File: config.mk
export PLATFORM = sky130hd
export DESIGN_NAME = div_seq
export DESIGN_NICKNAME = d
export VERILOG_FILES = /design/src/rtl/div_seq_pkg.sv /design/src/rtl/div_seq_step.sv /design/src/rtl/div_seq.sv
export SDC_FILE = /design/constraint.sdc
export NUM_CORES = 1
export LEC_CHECK = 0
export CORE_ASPECT_RATIO = 0.75
export CORE_MARGIN = 5
export CORE_UTILIZATION = 60
export DETAILED_ROUTE_END_ITERATION = 7
export HOLD_SLACK_MARGIN = 0.1
export PLACE_DENSITY = 0.81
export SLEW_MARGIN = 20
export SYNTH_ARGS = -nofsm -noshare
export SYNTH_HDL_FRONTEND = slang
export SYNTH_SLANG_ARGS = --single-unit
File: constraint.sdc
create_clock -name clk -period 5.35 [get_ports clk]
set_input_delay 1.605 -clock clk [delete_from_list [all_inputs] [get_ports clk]]
set_output_delay 1.605 -clock clk [all_outputs]
set_load 0.01 [all_outputs]
File: src/rtl/div_seq_pkg.sv
// Shared definitions for the iterative restoring divider: state encoding,
// default operand width and the divide-by-zero quotient pattern.
package div_seq_pkg;

    localparam int WIDTH_DEF = 32;

    typedef enum logic [1:0] {
        IDLE = 2'd0,
        ITER = 2'd1,
        FIX  = 2'd2,
        DONE = 2'd3
    } state_t;

    // Wide enough for any supported WIDTH; the top slices off what it needs.
    localparam logic [63:0] DBZ_QUOT = '1;

endpackage

File: src/rtl/div_seq_step.sv
// One radix-2 restoring iteration: shift in the next dividend bit, trial-subtract
// the divisor, keep the difference only when it does not go negative.
module div_step #(
    parameter int WIDTH = 32
) (
    input  logic [WIDTH-1:0] rem,
    input  logic             dividend_bit,
    input  logic [WIDTH-1:0] divisor,
    output logic [WIDTH-1:0] rem_next,
    output logic             quot_bit
);

    logic [WIDTH:0] shifted;
    logic [WIDTH:0] diff;

    // rem < divisor on entry, so shifted < 2*divisor and bit WIDTH of diff is a clean sign.
    assign shifted  = {rem, dividend_bit};
    assign diff     = shifted - {1'b0, divisor};
    assign quot_bit = ~diff[WIDTH];
    assign rem_next = quot_bit ? diff[WIDTH-1:0] : shifted[WIDTH-1:0];

endmodule

File: src/rtl/div_seq.sv
// Multicycle signed/unsigned divide sequencer: stalls the core via busy for
// WIDTH restoring steps plus a sign-fix cycle, then pulses done with results.
module div_seq
    import div_seq_pkg::*;
#(
    parameter int WIDTH = WIDTH_DEF,
    parameter int CNT_W = 6
) (
    input  logic             clk,
    input  logic             reset,
    input  logic             start,
    input  logic             is_signed,
    input  logic [WIDTH-1:0] dividend,
    input  logic [WIDTH-1:0] divisor,
    input  logic             flush,
    output logic             busy,
    output logic             done,
    output logic             div_by_zero,
    output logic [WIDTH-1:0] quotient,
    output logic [WIDTH-1:0] remainder
);

    localparam logic [CNT_W-1:0] LAST_ITER = CNT_W'(WIDTH - 1);

    state_t           state_reg;
    logic [WIDTH-1:0] a_reg;       // dividend magnitude, becomes quotient as bits shift in
    logic [WIDTH-1:0] b_reg;       // divisor magnitude
    logic [WIDTH-1:0] p_reg;       // partial remainder
    logic             sign_a_reg;
    logic             sign_b_reg;
    logic [CNT_W-1:0] count_reg;

    logic [WIDTH-1:0] step_rem;
    logic             step_qbit;
    logic [WIDTH-1:0] dividend_mag;
    logic [WIDTH-1:0] divisor_mag;

    assign dividend_mag = (is_signed && dividend[WIDTH-1]) ? -dividend : dividend;
    assign divisor_mag  = (is_signed && divisor[WIDTH-1])  ? -divisor  : divisor;

    assign busy = (state_reg != IDLE);

    div_step #(
        .WIDTH(WIDTH)
    ) u_step (
        .rem         (p_reg),
        .dividend_bit(a_reg[WIDTH-1]),
        .divisor     (b_reg),
        .rem_next    (step_rem),
        .quot_bit    (step_qbit)
    );

    always_ff @(posedge clk or negedge reset) begin
        if (!reset) begin
            state_reg   <= IDLE;
            done        <= 1'b0;
            div_by_zero <= 1'b0;
            quotient    <= '0;
            remainder   <= '0;
            a_reg       <= '0;
            b_reg       <= '0;
            p_reg       <= '0;
            sign_a_reg  <= 1'b0;
            sign_b_reg  <= 1'b0;
            count_reg   <= '0;
        end else begin
            done <= 1'b0;
            if (flush) begin
                state_reg <= IDLE;
            end else begin
                case (state_reg)
                    IDLE: begin
                        if (start) begin
                            if (divisor == '0) begin
                                quotient    <= DBZ_QUOT[WIDTH-1:0];
                                remainder   <= dividend;
                                div_by_zero <= 1'b1;
                                done        <= 1'b1;
                                state_reg   <= DONE;
                            end else begin
                                a_reg       <= dividend_mag;
                                b_reg       <= divisor_mag;
                                sign_a_reg  <= is_signed & dividend[WIDTH-1];
                                sign_b_reg  <= is_signed & divisor[WIDTH-1];
                                p_reg       <= '0;
                                count_reg   <= '0;
                                div_by_zero <= 1'b0;
                                state_reg   <= ITER;
                            end
                        end
                    end
                    ITER: begin
                        p_reg     <= step_rem;
                        a_reg     <= {a_reg[WIDTH-2:0], step_qbit};
                        count_reg <= count_reg + 1'b1;
                        if (count_reg == LAST_ITER) begin
                            state_reg <= FIX;
                        end
                    end
                    FIX: begin
                        // Sign flags are already masked by is_signed at capture.
                        quotient  <= (sign_a_reg ^ sign_b_reg) ? -a_reg : a_reg;
                        remainder <= sign_a_reg ? -p_reg : p_reg;
                        done      <= 1'b1;
                        state_reg <= DONE;
                    end
                    DONE: begin
                        state_reg <= IDLE;
                    end
                    default: begin
                        state_reg <= IDLE;
                    end
                endcase
            end
        end
    end

endmodule
==> After elaboration in Yosys (flattened, before gate mapping) <==
Index checks and enable logic that the tools add are counted.
{ "totals": {"ff_bits": 172} }
{ "op_classes": {"n_addsub": 6, "eq_ne": 9, "muxes": 29, "bitwise": 6, "reduce_logical": 12} }
{ "op_table": {"columns": ["operator", "count"], "rows": [
  ["2-to-1 mux 32 bit", 13],
  ["one-hot mux 32 bit (2 select lines)", 4],
  ["negator 32 bit", 4],
  ["subtractor 33 x 32 -> 33 bit", 1],
  ["zero test 32 bit", 1],
  ["2-to-1 mux 6 bit", 2],
  ["one-hot mux 6 bit (2 select lines)", 1],
  ["AND reduction 4 bit", 3],
  ["2-to-1 mux 2 bit", 4],
  ["one-hot mux 2 bit (4 select lines)", 1],
  ["adder 6 x 1 -> 6 bit (second input constant)", 1],
  ["== test 6 x 5 -> 1 bit (second input constant)", 1],
  ["inequality test 2 bit (second input constant)", 3],
  ["inequality test 3 bit (second input constant)", 2],
  ["nonzero test 2 bit", 3],
  ["== test 2 bit (second input constant)", 2],
  ["2-to-1 mux 1 bit", 3],
  ["NOT 1 bit", 3],
  ["AND reduction 3 bit", 1],
  ["AND 1 bit", 2],
  ["== test 2 x 1 -> 1 bit (second input constant)", 1],
  ["logical AND 1 bit", 2],
  ["zero test 2 bit", 1],
  ["one-hot mux 1 bit (2 select lines)", 1],
  ["2 further kinds", 2]
]} }

==> Longest topological paths before layout <==
Gate-level depths: netlist of the first run.
{ "depth": {"depth_word": 5, "depth_mapped": 13, "mapped_depth_nobuf": 11} }

==> Cells and area by module <==
From an unflattened synthesis of the first run, not the netlist that was laid out.
{ "unflattened": {"cells_unflattened": 1456, "hier_area_um2": 12279.3} }
{ "modules_own_cells": {"columns": ["mod", "n_inst", "cells_per_inst", "area_each_um2", "seq_area_each_um2"], "rows": [
  ["div_seq", 1, 1151, 9920.8, 4304.1],
  ["div_step", 1, 305, 2358.5, 0.0]
]} }

==> Worst setup path after synthesis of the first run <==
OpenSTA, ideal clock, no wires.
{ "synth_path": {"path_kind": "input-to-reg", "from": "input port divisor[0]", "to": "register remainder[19]", "setup_ns": 0.132, "arrival_time_ns": 3.862, "t_required_ns": 5.218, "slack_ns": 1.356, "path_stages": 13, "path_cell_list": "inv_1 > ha_1 > or3b_2 > nor4_2 > nand4_1 > nor3_4 > nand3_1 > a21o_1 > buf_6 > buf_6 > buf_6 > nand2_1 > o21ai_1"} }
{ "synth_via": {"elab_chain_len": 3} }
{ "synth_lines": {"columns": ["element", "line_no", "text"], "rows": [
  ["start: declaration", "div_seq.sv:14", "input logic [WIDTH-1:0] divisor,"],
  ["zero test 32 bit", "div_seq.sv:74", "if (divisor == '0) begin"],
  ["inequality test 2 bit (no line)", null, null],
  ["AND reduction 4 bit (no line)", null, null],
  ["end signal: assignment", "div_seq.sv:76", "remainder <= dividend;"],
  ["end signal: assignment", "div_seq.sv:103", "remainder <= sign_a_reg ? -p_reg : p_reg;"],
  ["end: declaration", "div_seq.sv:20", "output logic [WIDTH-1:0] remainder"]
]} }
Every way passes these cells.
A chain may end at the register's enable or synchronous reset.

==> Final worst setup path of the first run <==
{ "layout_path": {"from": "input port divisor[0]", "to": "register p_reg[19]"} }
{ "layout_via": {"elab_chain_len": 3} }
{ "layout_lines": {"columns": ["element", "line_no", "text"], "rows": [
  ["zero test 32 bit", "div_seq.sv:74", null],
  ["inequality test 2 bit (no line)", null, null],
  ["AND reduction 4 bit (no line)", null, null],
  ["end signal: assignment", "div_seq.sv:93", "p_reg <= step_rem;"],
  ["end: declaration", "div_seq.sv:28", "logic [WIDTH-1:0] p_reg;"]
]} }
Every way passes these cells.

==> flow_summary_export.csv, run 1 <==
group,metric,value,unit
pwr,p_leak,6.11,nW
placement,place_area,13400,um2
floorplan,core,19500,um2
pwr,combPwrFrac,50.6,%
worst_setup_path,cp_data_arrival_time,5.12,ns
worst_setup_path,crit_slowest_cell,"o31a_2",
yosys,synth_compound_area_share,24.7,%
global_route,antenna_found_initial,0,
pwr,p_clk_share,17.6,%
sta,tightest_slew,1.08,ns
clocking,cts_buffer_depth,2,
worst_setup_path,start_kind,"input pin",
sta,fin_crit,4.85,ns
finish,layout_commonest_cell,"nand2_1",
clocking,clockRootBuffer,"clkbuf_16",
placement,place.gp.congestion,0.932,
clocking,cts_setup_buffers,0,
global_route,grt_pass1_vias,10500,
pwr,switching_share,42.9,%
clocking,cts_tree,"done",
sta,fmax,206,MHz
min_path,hold_path.class,"reg2reg",
clocking,cts_buffers,17,
yosys,synth_top_area_cell,"dfrtp_1",
sta,rsz0062_at_grt,"no",
flow_run,maxCapViolations,0,
detailed_routing,wl,32900,um
finish,num-nets-final,1626,
finish,layout_common_cells,"174 x nand2_1, 171 x dfrtp_1, 144 x a21oi_1",
yosys,synth_adder_area_share,4.35,%
yosys,synth.area.top_cells,"dfrtp_1 36%, a21oi_1 6.1%, xor2_1 5.7%",
clocking,cts_sinks,172,
clocking,cts_hold_buf,0,
global_route,grt_remaining_overflow,0,
worst_setup_path,path_max_fanout,17,
global_route,grt_max_degree,87,
sta,maxSlewViolCount,0,
floorplan,rows,44,
yosys,async_flop_share,100,%
worst_setup_path,end_kind,"flop",
run_status,status,"finished clean",
yosys,synth_top_family_by_area,"compound AO/OA/AOI/OAI gates",
floorplan,io_pins,136,
finish,fin_cells,1782,
clocking,clk_pin_slew,0.07,ns
worst_setup_path,critPathRequiredTime,5.63,ns
finish,antenna_cells,0,
yosys,ys_ff_latch,172,
yosys,synthXorXnorAreaFrac,10.2,%
pwr,internal_power,4.03,mW
detailed_routing,avgViaCountPerCell,6.31,
yosys,yosys_most_used_dff,"dfrtp_1",
finish,area_growth_syn_to_layout,17.1,%
sta,fin_tns_setup,0,ns
worst_setup_path,crit_chain,"clkdlybuf4s50_1 -> inv_1 -> ha_1 -> or3b_2 -> nor4_2 -> nand4_1 -> o31a_2 -> a21oi_4 -> buf_4 -> nand2_1 -> o311ai_0",
yosys,netlist_area,12000,um2
yosys,yosys_warnings,0,
floorplan,initial_utilization,61.4,%
clocking,cts_max_level,4,
sta,final.setup_skew,0.0109,ns
yosys,ys_seq_area_share,36.0,%
worst_setup_path,max_stage_delay,0.50,ns
detailed_routing,wl_per_cell,18.5,um
yosys,yosys.area.top_type_share,36.0,%
worst_setup_path,path_class,"in2reg",
detailed_routing,dr.pass1.iters,6,
floorplan,die_y,132,um
detailed_routing,drc_errors,0,
detailed_routing,drt_iter0_drc,1043,
yosys,syn_avg_cell_area,8.40,um2
finish,final_area,14000,um2
floorplan,fp.dieW,173,um
clocking,clk_latency,0.44,ns
pwr,p_per_area,503,nW/um2
yosys,syn-num-nets,1533,
pwr,p_sw,3.02,mW
sta,slew_headroom,27.2,%
yosys,synth_simple_gate_area_share,17.3,%
yosys,synthMuxAreaShare,2.30,%
placement,portBuffers,135,
pwr,pwr-share-seq,31.9,%
pwr,ir_worst_vdd,444,uV
sta,setup_violations,0,
placement,post-dp-hpwl,23300,um
floorplan,die-area,22900,um2
clocking,cts_resized,0,
finish,layout-drive-gt1-share,5.89,%
finish,n_fill_cell,1533,
yosys,synth_edf_count,0,
detailed_routing,drtAntennaViolNets,0,
global_route,grt_pass1_wl,53100,um
sta,fin_crit_sh,90.6,%
global_route,track_usage,27.8,%
sta,hold_viol_final,0,
yosys,synth_cell_types,72,
yosys,synthCells,1423,
detailed_routing,num_vias,11200,
placement,dp.cells,1750,
[critical path: cells and delay by family]
family,cells,cell delay [ns]
compound gates,3,1.11
fa+ha+maj,1,0.16
simple gates,4,1.44
buf+inv,3,0.81
[logic make-up after synthesis]
family,Yosys count
adder cells (fa/ha/maj),41
AO/OA/AOI/OAI,475
buffers and inverters,138
flip-flops,172
XOR/XNOR,139
multiplexers,27
AND/OR/NAND/NOR,431
[worst paths after layout]
check | start | end | slack (ns) | depth (start not counted)
max | divisor[0] | p_reg[19] | 0.50 | 11
min | quotient[17] | quotient[17] | 0.47 | 1
max reg2reg | a_reg[31] | p_reg[25] | 1.14 | 11
min reg2reg | quotient[17] | quotient[17] | 0.47 | 1
max in group asynchronous | reset | quotient[31] | 3.18 | 2
min in group asynchronous | reset | b_reg[5] | 1.20 | 1
[cell type report]
| class | count | area [um2] | area share (%) |
|---|---|---|---|
| flip-flops and latches | 172 | 4310 | 30.8 |
| repair buffers | 156 | 1550 | 11.1 |
| multi-input cells | 1113 | 7050 | 50.4 |
| well taps | 253 | 317 | 2.26 |
| clock buffers | 18 | 429 | 3.07 |
| clock inverters | 14 | 138 | 0.983 |
| inverters | 56 | 210 | 1.50 |
[Yosys cell counts (8+ instances only)]
library cell,count
buf_4,8
o311ai_0,19
nand2b_1,14
or3_1,24
a21o_1,51
nand2_1,174
inv_1,56
and3_1,8
nand4_1,9
or4_1,12
mux2i_1,23
nor3_1,19
dfrtp_1,172
o41ai_1,9
o21ai_1,33
xnor2_1,61
clkbuf_1,46
a31oi_1,10
a21oi_1,145
o31ai_1,19
o21ai_0,121
nor4_1,11
xor2_1,78
ha_1,40
nand3_1,37
nor2_1,86
buf_2,19
[through the flow]
step | utilization, % | hold slack (ns) | setup slack [ns] | power [mW]
2_1_floorplan | - | 0.475 | 1.36 | 4.53
3_3_place_gp | 68.9 | 0.461 | 0.318 | 5.63
3_5_place_dp | 68.9 | 0.464 | 0.152 | 5.75
4_1_cts | 71.8 | 0.480 | 0.561 | 7.02
5_1_grt | 71.8 | 0.486 | 0.390 | 7.51
6_report | 71.8 | 0.475 | 0.502 | 7.05
[power by group through the flow]
stage / Sequential (mW) / Clock [mW] / Combinational (mW)
final: 2.25 / 1.24 / 3.56
after global routing: 2.31 / 1.30 / 3.90
after CTS: 2.24 / 1.24 / 3.55
after detailed placement: 2.25 / 0 / 3.50
after global placement: 2.24 / 0 / 3.39
after floorplan: 2.22 / 0 / 2.31
[layer usage]
| layer | GRT usage, % | vias to the layer above | wire length (um) |
|---|---|---|---|
| met1 | 40.0 | 5437 | 14900 |
| met3 | 4.42 | 62 | 2080 |
| li1 | - | 5278 | - |
| met4 | 8.77 | 0 | 782 |
| met5 | 0 | - | 0 |
| met2 | 43.3 | 471 | 15200 |
Note: power is estimated with default switching activity, not from simulation.
==> inputs of run 2 (changes only) <==
CTS_CLUSTER_SIZE = 25   (was default)
==> results of run 2 <==
No change in the layout: final DEF, timing and power equal those of run 1.
==> inputs of run 3 (changes only) <==
RECOVER_POWER = 25   (was default)
==> run 3 against run 2 <==
  * The flow now finishes with violations (capacitance limit, slew limit)
  * Hold slack about the same
  * First-iteration DRC count up 0.48%
  * Non-clock buffer count unchanged
  * Routed wire length hardly changed
  * Core utilization shrank 0.051 points
  * Worst setup slack improved by 0.0012 ns
  * Combinational power hardly changed
  * Clock power is essentially flat
  * Via count is essentially flat
  * Global-route usage did not move
  * Clock skew grew 0.0018 ns
  * Maximum frequency about the same
  * Critical path type unchanged
  * Largest cell class unchanged
  * Highest routed layer unchanged
==> flow_summary_export.csv, run 3 (synthesis gave the netlist of run 1 again) <==
group,metric,value,unit
run_status,status,"finished with violations",
run_status,violations,"capacitance limit, slew limit",
floorplan,core,19500,um2
worst_setup_path,rr_worst_depth,11,
global_route,track_usage,27.8,%
clocking,clk_pin_slew,0.07,ns
pwr,p_leak,6.11,nW
floorplan,fp.dieW,173,um
clocking,cts_max_level,4,
floorplan,io_pins,136,
sta,rsz0062_at_grt,"no",
worst_setup_path,path_class,"in2reg",
detailed_routing,drt_iter0_drc,1048,
global_route,grt_remaining_overflow,0,
min_path,hold_end,"quotient[17]",
finish,layout_common_cells,"174 x nand2_1, 171 x dfrtp_1, 144 x a21oi_1",
sta,final.setup_skew,0.0126,ns
finish,antenna_cells,0,
flow_run,maxCapViolations,2,
floorplan,initial_utilization,61.4,%
min_path,hold_depth,1,
worst_setup_path,path_max_fanout,23,
floorplan,rows,44,
min_path,hold_path.class,"reg2reg",
finish,area_growth_syn_to_layout,17.0,%
sta,slew_headroom,-51.6,%
finish,final_util,71.8,%
sta,maxSlewViolCount,85,
sta,fin_tns_setup,0,ns
pwr,p_per_area,504,nW/um2
clocking,cts_buffers,17,
detailed_routing,wl_per_cell,18.5,um
worst_setup_path,reg2reg_to,"p_reg[25]",
finish,layout_commonest_cell,"nand2_1",
worst_setup_path,cp_data_arrival_time,5.13,ns
clocking,cts_resized,0,
sta,fin_crit_sh,90.6,%
global_route,grt_pass1_wl,53100,um
floorplan,die_y,132,um
global_route,grt_pass1_vias,10500,
detailed_routing,drtAntennaViolNets,0,
clocking,clk_latency,0.44,ns
pwr,ir_worst_vdd,443,uV
placement,post-dp-hpwl,23300,um
clocking,cts_setup_buffers,0,
finish,multiInputGateArea,7050,um2
global_route,grt_max_degree,87,
placement,dp.cells,1750,
placement,place.gp.congestion,0.932,
sta,fin_crit,4.85,ns
detailed_routing,wl,32900,um
clocking,cts_tree,"done",
finish,fin_cells,1782,
sta,hold_viol_final,0,
clocking,clockRootBuffer,"clkbuf_16",
worst_setup_path,start_kind,"input pin",
finish,layout-drive-gt1-share,5.82,%
min_path,min_from,"quotient[17]",
worst_setup_path,end_kind,"flop",
sta,fmax,206,MHz
finish,num-nets-final,1626,
worst_setup_path,r2r-start,"a_reg[31]",
placement,portBuffers,135,
finish,seqCellArea,4310,um2
sta,setup_violations,0,
sta,tightest_slew,2.27,ns
floorplan,die-area,22900,um2
global_route,antenna_found_initial,0,
clocking,cts_hold_buf,0,
detailed_routing,avgViaCountPerCell,6.31,
clocking,cts_buffer_depth,2,
detailed_routing,dr.pass1.iters,6,
worst_setup_path,r2r_slack,1.13,ns
worst_setup_path,critPathRequiredTime,5.63,ns
clocking,cts_sinks,172,
finish,n_fill_cell,1536,
detailed_routing,drc_errors,0,
detailed_routing,num_vias,11300,
-- run 3: cell types whose count changed in the layout (fill, tap and decap cells not counted), sizes merged --
cell / before / now
clkbuf: 18 / 20
buf: 22 / 20
-- run 3: per-stage QoR --
step / power [mW] / cell area [um2] / setup slack, ns / hold slack, ns
after floorplan: 4.53 / 12000 / 1.36 / 0.475
after CTS: 7.02 / 14000 / 0.561 / 0.480
final: 7.05 / 14000 / 0.503 / 0.475
after detailed placement: 5.75 / 13400 / 0.152 / 0.464
after global placement: 5.63 / 13400 / 0.318 / 0.461
after global routing: 7.51 / 14000 / 0.390 / 0.486
-- run 3: metal layers --
layer | up-vias | global-route usage, % | share of wire (%)
met4 | 0 | 8.77 | 2.4
met1 | 5452 | 40.0 | 45
met5 | - | 0 | 0
li1 | 5273 | - | -
met2 | 461 | 43.3 | 46
met3 | 65 | 4.42 | 6.2
-- run 3: worst max-delay path: stages --
cell and delay (ns):
clkdlybuf4s50_1 0.46, inv_1 0.08, ha_1 0.16, or3b_2 0.48
nor4_2 0.39, nand4_1 0.49, o31a_2 0.50, a21oi_4 0.48
buf_12 0.25, nand2_1 0.09, o311ai_0 0.13
-- run 3: layout make-up --
class / instances / share of cell area (%)
Multi-Input combinational cell: 1113 / 50.4
Clock buffer: 18 / 3.07
Timing Repair Buffer: 156 / 11.0
Clock inverter: 14 / 0.984
Tap cell: 253 / 2.26
Sequential cell: 172 / 30.8
Inverter: 56 / 1.50
-- run 3: how the worst max path moves through the flow --
| stage | start | end | slack, ns | depth (start not counted) |
|---|---|---|---|---|
| after global placement | divisor[0] | a_reg[29] | 0.32 | 10 |
| after floorplan | divisor[0] | remainder[19] | 1.36 | 13 |
| after detailed placement | divisor[0] | p_reg[23] | 0.15 | 11 |
| after CTS | divisor[0] | p_reg[2] | 0.56 | 11 |
| final | divisor[0] | p_reg[2] | 0.50 | 11 |
| after global routing | divisor[0] | remainder[11] | 0.39 | 12 |
-- run 3: power breakdown --
| part | internal [mW] | switching [mW] | total [mW] |
|---|---|---|---|
| registers | 1.79 | 0.456 | 2.25 |
| logic | 1.58 | 1.98 | 3.56 |
| clock network | 0.652 | 0.586 | 1.24 |
| total | 4.03 | 3.02 | 7.05 |
